==> src/rtl/load_size_unit_pkg.sv <==
// Shared encodings for the load/store sub-word path: access size codes used by
// both the store merge selector and the load extractor, plus load FSM states.
package load_size_unit_pkg;

  localparam logic [1:0] SZ_WORD = 2'b00;
  localparam logic [1:0] SZ_HALF = 2'b01;
  localparam logic [1:0] SZ_BYTE = 2'b10;
  localparam logic [1:0] SZ_ILL  = 2'b11;

  typedef logic [1:0] state_t;

  localparam state_t ST_IDLE = 2'd0;
  localparam state_t ST_WAIT = 2'd1;
  localparam state_t ST_DONE = 2'd2;

endpackage

==> src/rtl/load_size_unit_extract.sv <==
// Combinational size-based extraction from the low lanes of a memory word.
// Build option SIGN_EXT_EN: sign-extend halfword/byte results instead of zero-extending.
module load_extract
  import load_size_unit_pkg::*;
(
  input  logic [1:0]  size,
  input  logic [31:0] data,
  output logic [31:0] result
);

  always_comb begin
    result = '0;
    case (size)
      SZ_WORD: result = data;
`ifdef SIGN_EXT_EN
      SZ_HALF: result = {{16{data[15]}}, data[15:0]};
      SZ_BYTE: result = {{24{data[7]}}, data[7:0]};
`else
      SZ_HALF: result = {16'b0, data[15:0]};
      SZ_BYTE: result = {24'b0, data[7:0]};
`endif
      default: result = '0;
    endcase
  end

endmodule

==> src/rtl/load_size_unit.sv <==
// Load side of the sub-word access path: issues a word read, waits MEM_LATENCY
// cycles, then returns the extracted result. Build option: SIGN_EXT_EN (see load_extract).
module load_size_unit
  import load_size_unit_pkg::*;
#(
  parameter int MEM_LATENCY = 2
) (
  input  logic        clk,
  input  logic        reset,
  input  logic        start,
  input  logic [31:0] addr,
  input  logic [1:0]  size,
  output logic [31:0] mem_addr,
  output logic        mem_rd,
  input  logic [31:0] mem_data,
  output logic        busy,
  output logic        done,
  output logic        err,
  output logic [31:0] data_out
);

  localparam int CW = $clog2(MEM_LATENCY + 1);

  state_t      state_reg, state_next;
  logic [CW-1:0] cnt_reg, cnt_next;
  logic [1:0]  size_reg, size_next;
  logic [31:0] mem_addr_reg, mem_addr_next;
  logic [31:0] data_reg, data_next;
  logic        err_reg, err_next;
  logic [31:0] ext_data;

  load_extract u_extract (
    .size   (size_reg),
    .data   (mem_data),
    .result (ext_data)
  );

  always_comb begin
    state_next    = state_reg;
    cnt_next      = cnt_reg;
    size_next     = size_reg;
    mem_addr_next = mem_addr_reg;
    data_next     = data_reg;
    err_next      = err_reg;
    case (state_reg)
      ST_IDLE, ST_DONE: begin
        err_next   = 1'b0;
        state_next = ST_IDLE;
        if (start) begin
          if (size != SZ_ILL) begin
            state_next    = ST_WAIT;
            mem_addr_next = addr;
            size_next     = size;
            cnt_next      = CW'(MEM_LATENCY - 1);
          end else begin
            // Illegal size completes immediately without touching memory.
            state_next = ST_DONE;
            err_next   = 1'b1;
            data_next  = '0;
          end
        end
      end
      ST_WAIT: begin
        if (cnt_reg == '0) begin
          data_next  = ext_data;
          state_next = ST_DONE;
        end else begin
          cnt_next = cnt_reg - CW'(1);
        end
      end
      default: state_next = ST_IDLE;
    endcase
  end

  always_ff @(posedge clk) begin
    if (reset) begin
      state_reg    <= ST_IDLE;
      cnt_reg      <= '0;
      size_reg     <= SZ_WORD;
      mem_addr_reg <= '0;
      data_reg     <= '0;
      err_reg      <= 1'b0;
    end else begin
      state_reg    <= state_next;
      cnt_reg      <= cnt_next;
      size_reg     <= size_next;
      mem_addr_reg <= mem_addr_next;
      data_reg     <= data_next;
      err_reg      <= err_next;
    end
  end

  assign mem_addr = mem_addr_reg;
  assign mem_rd   = (state_reg == ST_WAIT);
  assign busy     = (state_reg == ST_WAIT);
  assign done     = (state_reg == ST_DONE);
  assign err      = err_reg;
  assign data_out = data_reg;

endmodule

==> config.mk <==
export PLATFORM = sky130hd
export DESIGN_NAME = load_size_unit
export DESIGN_NICKNAME = d
export VERILOG_FILES = /design/src/rtl/load_size_unit_pkg.sv /design/src/rtl/load_size_unit_extract.sv /design/src/rtl/load_size_unit.sv
export SDC_FILE = /design/constraint.sdc
export NUM_CORES = 1
export LEC_CHECK = 0
export ABC_AREA = 1
export ABC_CLOCK_PERIOD_IN_PS = 3350
export CORE_MARGIN = 2
export CORE_UTILIZATION = 44
export CTS_CLUSTER_DIAMETER = 120
export DETAILED_ROUTE_END_ITERATION = 7
export GPL_TIMING_DRIVEN = 0
export PLACE_DENSITY = 0.82
export SLEW_MARGIN = 20
export SYNTH_ARGS = -nofsm -noshare
export SYNTH_HDL_FRONTEND = slang
export SYNTH_HIERARCHICAL = 1
export SYNTH_SLANG_ARGS = --single-unit
==> constraint.sdc <==
create_clock -name clk -period 3.35 [get_ports clk]
set_clock_uncertainty 0.05 [all_clocks]
set_input_delay 0.67 -clock clk [delete_from_list [all_inputs] [get_ports clk]]
set_output_delay 0.67 -clock clk [all_outputs]
set_load 0.01 [all_outputs]
==> reports/metrics.csv, run 1 <==
stage;metric;value;unit
critical_path;r2r_slack;1.94;ns
synth;synthAdderAreaFrac;0.422;%
pwr;p_per_area;470;nW/um^2
layout;drive_above_1_share;10.0;%
routing;vias;2975;
hold_path;hp-start;data_out[30]$_SDFFE_PP0P_;
synth;synth_seq_cells;71;
critical_path;crit_type;reg -> out;
routing;drt-wirelength-per-cell;12.9;microns
clock_tree;clk_latency;0.34;ns
synth;synthArstFlopShare;0;%
layout;fillers;544;
routing;drt_pre_antenna_iters;4;
pwr;comb_power_share;20.2;%
synth;yosysTopAreaCell;dfxtp_1;
pwr;clkPwrFrac;37.3;%
critical_path;r2r-end;data_out[24]$_SDFFE_PP0P_;
grt;grt_pass1_wl;13100;microns
clock_tree;cts_made_buffers;9;
synth;ys.flop_type;dfxtp_1;
synth;netlist_instances;398;
synth;synth_top_area_share;48.0;%
clock_tree;post_cts_buffers;0;
place;dp_slack;1.30;ns
grt;track_usage;22.4;%
pwr;sequentialPowerShare;42.4;%
synth;syn-cell-area;2960;sq um
synth;synth.most_common_cell;nor2_1;
hold_path;min_to;data_out[30]$_SDFFE_PP0P_;
timing;fin_crit;2.32;ns
timing;hold_viol_final;0;
pwr;leakage;0.00191;uW
synth;ys_seq_area_share;48.0;%
die;die_height;86.0;microns
pwr;total_power;2180;uW
synth;synth_compound_area_share;11.8;%
routing;post-route-drc-count;0;
hold_path;min_path_cells;2;
timing;setup_ws;1.03;ns
die;die_x;86.0;microns
timing;holdWs;0.433;ns
place;io_buffers;135;
critical_path;worst-path-max-fanout;5;
critical_path;worstPathRequired;2.63;ns
place;dp_hpwl;6070;microns
synth;synthMuxAreaShare;0;%
clock_tree;cts-resized-gates;0;
critical_path;cp-start-kind;flop;
grt;grt_overflow;0;
timing;period_share;69.4;%
routing;via_per_inst;4.76;
hold_path;hp-class;reg -> reg;
pwr;ir_worst_vdd;0.306;mV
critical_path;critPathArrivalTime;1.60;ns
critical_path;ff2ff_path_depth;7;
synth;synth_xor_xnor_area_share;0;%
clock_tree;cts_buffer_depth;2;
die;start_util;46.1;%
synth;synth-edff-count;0;
clock_tree;cts_tree;done;
pwr;p_sw_share;25.5;%
synth;synth.avg_cell_area;7.44;sq um
synth;ys_types;22;
place;gp_congestion;0.775;
timing;setup_viol;0;
status;outcome;completed;
die;row_count;29;
critical_path;r2r-start;cnt_reg[0]$_SDFFE_PP0P_;
synth;syn_nets;468;
grt;grt_pass1_vias;2852;
pwr;internal-power;1630;uW
routing;wirelength;8090;microns
clock_tree;htree_levels;3;
layout;antenna_cells;0;
critical_path;worstSetupStartpoint;state_reg[1]$_SDFFE_PP0P_;
layout;layout.nets;614;
synth;ys_warn_count;6;
clock_tree;clk_pin_slew;0.08;ns
synth;synth_top_family_by_area;simple AND/OR/NAND/NOR gates;
die;die-area;7400;sq um
routing;antenna_left;0;
clock_tree;cts_hold_buf;0;
layout;area_delta_synth_final;56.8;%
timing;fmax;430;MHz
place;placedCellCount;610;
grt;grt_max_degree;13;
routing;drtIter0Drc;111;
clock_tree;root_buffer;clkbuf_8;
pwr;power_switching;555;uW
synth;synthTopCellsByCount;nor2_1 (92), dfxtp_1 (71), inv_1 (42);
synth;synth-simple-area-share;27.2;%
clock_tree;cts.sinks;71;
timing;maxSlewViolCount;0;
die;coreArea;6420;sq um
synth;synthTopCellsByArea;dfxtp_1 (48%), nor2_1 (12%), a21oi_1 (6.3%), nand3_1 (5.9%), inv_1 (5.3%);
timing;slew_headroom;70.3;%
die;io_pins;137;
timing;rsz0062_at_grt;no;
critical_path;critPathCaptureType;output port;
timing;setup_tns;0;ns
timing;worstMarginPinSlew;0.445;ns
job;max-cap-violations;0;
layout;fin_cells;625;
grt;antenna_found_initial;0;
-- power by group through the flow --
stage	logic, uW	clock network [uW]	registers (uW)
3_3_place_gp	432	0	943
5_1_grt	484	861	931
2_1_floorplan	194	0	967
4_1_cts	444	822	926
6_report	441	814	926
3_5_place_dp	440	0	945
-- critical path, cell delays in order, from the launching register on --
cell	delay, ns
dfxtp_1	0.31
inv_1	0.15
nand2_1	0.11
inv_1	0.08
buf_4	0.10
clkdlybuf4s50_1	0.52
-- cell type report --
cell class                 instances  area, sq um  share of cell area [%]
sequential                        71         1420                    30.6
timing repair buffer             135         1350                    29.1
multi-input combinational        254         1170                    25.2
buffer                            27          191                    4.12
inverter                          46          180                    3.88
clock buffer                       9          124                    2.67
clock inverter                     6          110                    2.37
tap                               77         96.3                    2.07
-- worst max path at each step --
stage / end / slack, ns / cells after the start
6_report: mem_rd / 1.03 / 5
3_3_place_gp: mem_addr[17]$_SDFFE_PP0P_ / 1.36 / 8
5_1_grt: mem_rd / 0.92 / 5
4_1_cts: mem_rd / 1.0 / 5
3_5_place_dp: data_out[24]$_SDFFE_PP0P_ / 1.30 / 7
2_1_floorplan: mem_rd / 1.90 / 4
-- per-layer routing --
layer,track usage (%),up-vias,share of wire (%)
li1,-,1537,-
met1,26.8,1358,42
met5,0,-,0
met4,10.1,0,2.2
met2,39.0,64,51
met3,3.75,16,4.2
-- placed cells by master, fill, tap and decap left out, drive strengths merged --
| cell | count |
|---|---|
| dfxtp | 71 |
| a21oi | 37 |
| nor2 | 103 |
| nand3 | 36 |
| ha | 1 |
| clkinv | 1 |
| clkbuf | 15 |
| clkdlybuf4s50 | 135 |
| bufinv | 3 |
| nand2 | 43 |
| o21ai | 33 |
| inv | 46 |
| buf | 21 |
| clkinvlp | 2 |
| nand4 | 1 |
-- kinds of logic (layout without fill, tap and decap cells) --
logic type,count (synthesis),count (layout)
AO/OA/AOI/OAI,70,70
adder cells (fa/ha/maj),1,1
buffers and inverters,73,223
flip-flops,71,71
AND/OR/NAND/NOR,183,183
-- per-stage QoR --
step | cell area (sq um) | utilization, %
floorplan | 2960 | -
global placement | 4410 | 68.7
detailed placement | 4410 | 68.7
CTS | 4640 | 72.3
global route | 4640 | 72.3
finish | 4640 | 72.3
No activity file was read; power rests on OpenSTA's default activity.
==> inputs of run 2 (changes only) <==
- ABC_CLOCK_PERIOD_IN_PS: 3350 -> 2300
- CORE_UTILIZATION: 44 -> 41
- PLACE_DENSITY: 0.82 -> 0.77
- clock period: 3.35 -> 2.3 ns (I/O delays scaled with it)
==> run 2 against run 1 <==
Effect of this change:
- sequential power increased by 46%
- cell count increased by 3.0%
- via count decreased by 0.30%
- total power increased by 29%
- die area increased by 7.0%
- wire length decreased by 3.9%
- critical endpoint unchanged
- count of clock-buffer cells in the layout increased by 5
- largest cell class unchanged
- combinational power increased by 44%
==> reports/metrics.csv, run 2 (synthesis results as in run 1) <==
stage;metric;value;unit
status;outcome;completed;
clock_tree;clk_latency;0.33;ns
grt;grt_max_degree;11;
timing;setup_ws;0.193;ns
place;dp_hpwl;5910;microns
layout;layout.nets;614;
pwr;total_power;2810;uW
layout;final_cell_mix;clkdlybuf4s50_1 (135), nor2_1 (92), dfxtp_1 (71);
clock_tree;htree_levels;3;
pwr;ir_worst_vdd;0.319;mV
critical_path;critPathCaptureType;output port;
layout;final_common_cell;clkdlybuf4s50_1;
routing;drtIter0Drc;89;
critical_path;r2r-start;cnt_reg[0]$_SDFFE_PP0P_;
grt;antenna_found_initial;0;
clock_tree;cts_made_buffers;9;
routing;drt-wirelength-per-cell;12.1;microns
timing;rsz0062_at_grt;no;
routing;wirelength_met1;3320;microns
timing;period_share;91.6;%
routing;drt_pre_antenna_iters;5;
grt;track_usage;19.4;%
timing;fmax;475;MHz
hold_path;min_to;data_out[30]$_SDFFE_PP0P_;
critical_path;cp-start-kind;flop;
grt;grt_pass1_vias;2663;
hold_path;min_path_cells;2;
critical_path;ff2ff_path_depth;7;
clock_tree;cts.sinks;71;
place;io_buffers;135;
critical_path;worst-path-max-fanout;5;
hold_path;hp-start;reset;
grt;grt_overflow;0;
timing;setup_tns;0;ns
place;gp_congestion;0.811;
critical_path;crit_type;reg -> out;
routing;wirelength;7770;microns
die;coreArea;6910;sq um
hold_path;hp-class;in -> reg;
clock_tree;clk_pin_slew;0.07;ns
pwr;leakage;0.00188;uW
layout;drive_above_1_share;9.31;%
routing;top_layer;met4;
routing;vias;2966;
die;die_x;89.0;microns
clock_tree;cts_hold_buf;0;
timing;fin_crit;2.11;ns
timing;worstMarginPinSlew;0.484;ns
clock_tree;root_buffer;clkbuf_8;
critical_path;r2r-end;data_out[24]$_SDFFE_PP0P_;
clock_tree;post_cts_buffers;0;
timing;hold_viol_final;0;
critical_path;critPathArrivalTime;1.60;ns
die;start_util;42.9;%
routing;post-route-drc-count;0;
critical_path;worstPathRequired;1.79;ns
layout;area_delta_synth_final;55.0;%
layout;antenna_cells;0;
place;dp_slack;0.485;ns
clock_tree;cts-resized-gates;0;
clock_tree;cts_tree;done;
pwr;p_per_area;612;nW/um^2
layout;fin_util;66.5;%
timing;setup_viol;0;
routing;met3_length;370;microns
die;die-area;7920;sq um
grt;grt_pass1_wl;12100;microns
routing;antenna_left;0;
die;io_pins;137;
die;row_count;30;
timing;slew_headroom;67.7;%
critical_path;r2r_slack;0.94;ns
timing;maxSlewViolCount;0;
routing;via_per_inst;4.61;
routing;wl_met2;3960;microns
die;die_height;89.0;microns
clock_tree;cts_buffer_depth;2;
job;max-cap-violations;0;
[run 2: cell types whose count changed in the layout (fill, tap and decap cells not counted)]
cell and delta:
clkbuf_8 +1, clkinvlp_4 -2, clkbuf_1 +4, bufinv_16 -3
[run 2: cell type report]
cell class                 instances  area, sq um
fill                             640         2320
sequential                        71         1420
timing repair buffer             135         1350
multi-input combinational        254         1170
buffer                            27          191
inverter                          46          180
clock buffer                      14          153
tap                               96          120
clock inverter                     1         5.00
[run 2: through the flow]
stage               cell area [sq um]  instances  hold slack, ns
finish                           4590        644           0.408
global route                     4590        644           0.434
CTS                              4590        644           0.407
detailed placement               4430        629           0.400
global placement                 4430        629           0.399
floorplan                        2960        398           0.407
[run 2: layer usage]
layer	GRT usage, %	up-vias
li1	-	1536
met1	24.0	1326
met2	34.5	95
met3	2.77	9
met4	6.65	0
met5	0	-
[run 2: worst max-delay path by stage]
| stage | start | to | slack, ns | cells past startpoint |
|---|---|---|---|---|
| 2_1_floorplan | state_reg[0]$_SDFFE_PP0P_ | mem_rd | 1.06 | 4 |
| 3_3_place_gp | start | mem_addr[23]$_SDFFE_PP0P_ | 0.52 | 8 |
| 3_5_place_dp | size[0] | data_out[19]$_SDFFE_PP0P_ | 0.48 | 7 |
| 4_1_cts | state_reg[1]$_SDFFE_PP0P_ | mem_rd | 0.17 | 5 |
| 5_1_grt | state_reg[1]$_SDFFE_PP0P_ | mem_rd | 0.11 | 5 |
| 6_report | state_reg[1]$_SDFFE_PP0P_ | mem_rd | 0.19 | 5 |
[run 2: worst max-delay path: stages (launching register included)]
cell and delay, ns:
dfxtp_1 0.30, inv_1 0.16, nand2_1 0.11, inv_1 0.09, buf_4 0.10, clkdlybuf4s50_1 0.52
[run 2: report_power, final]
part           switching [uW]  leakage, uW  internal, uW  total, uW
clock network             408    0.0000805           416        824
registers                38.7     0.000582          1310       1350
logic                     291      0.00122           346        636
total                     737      0.00188          2070       2810
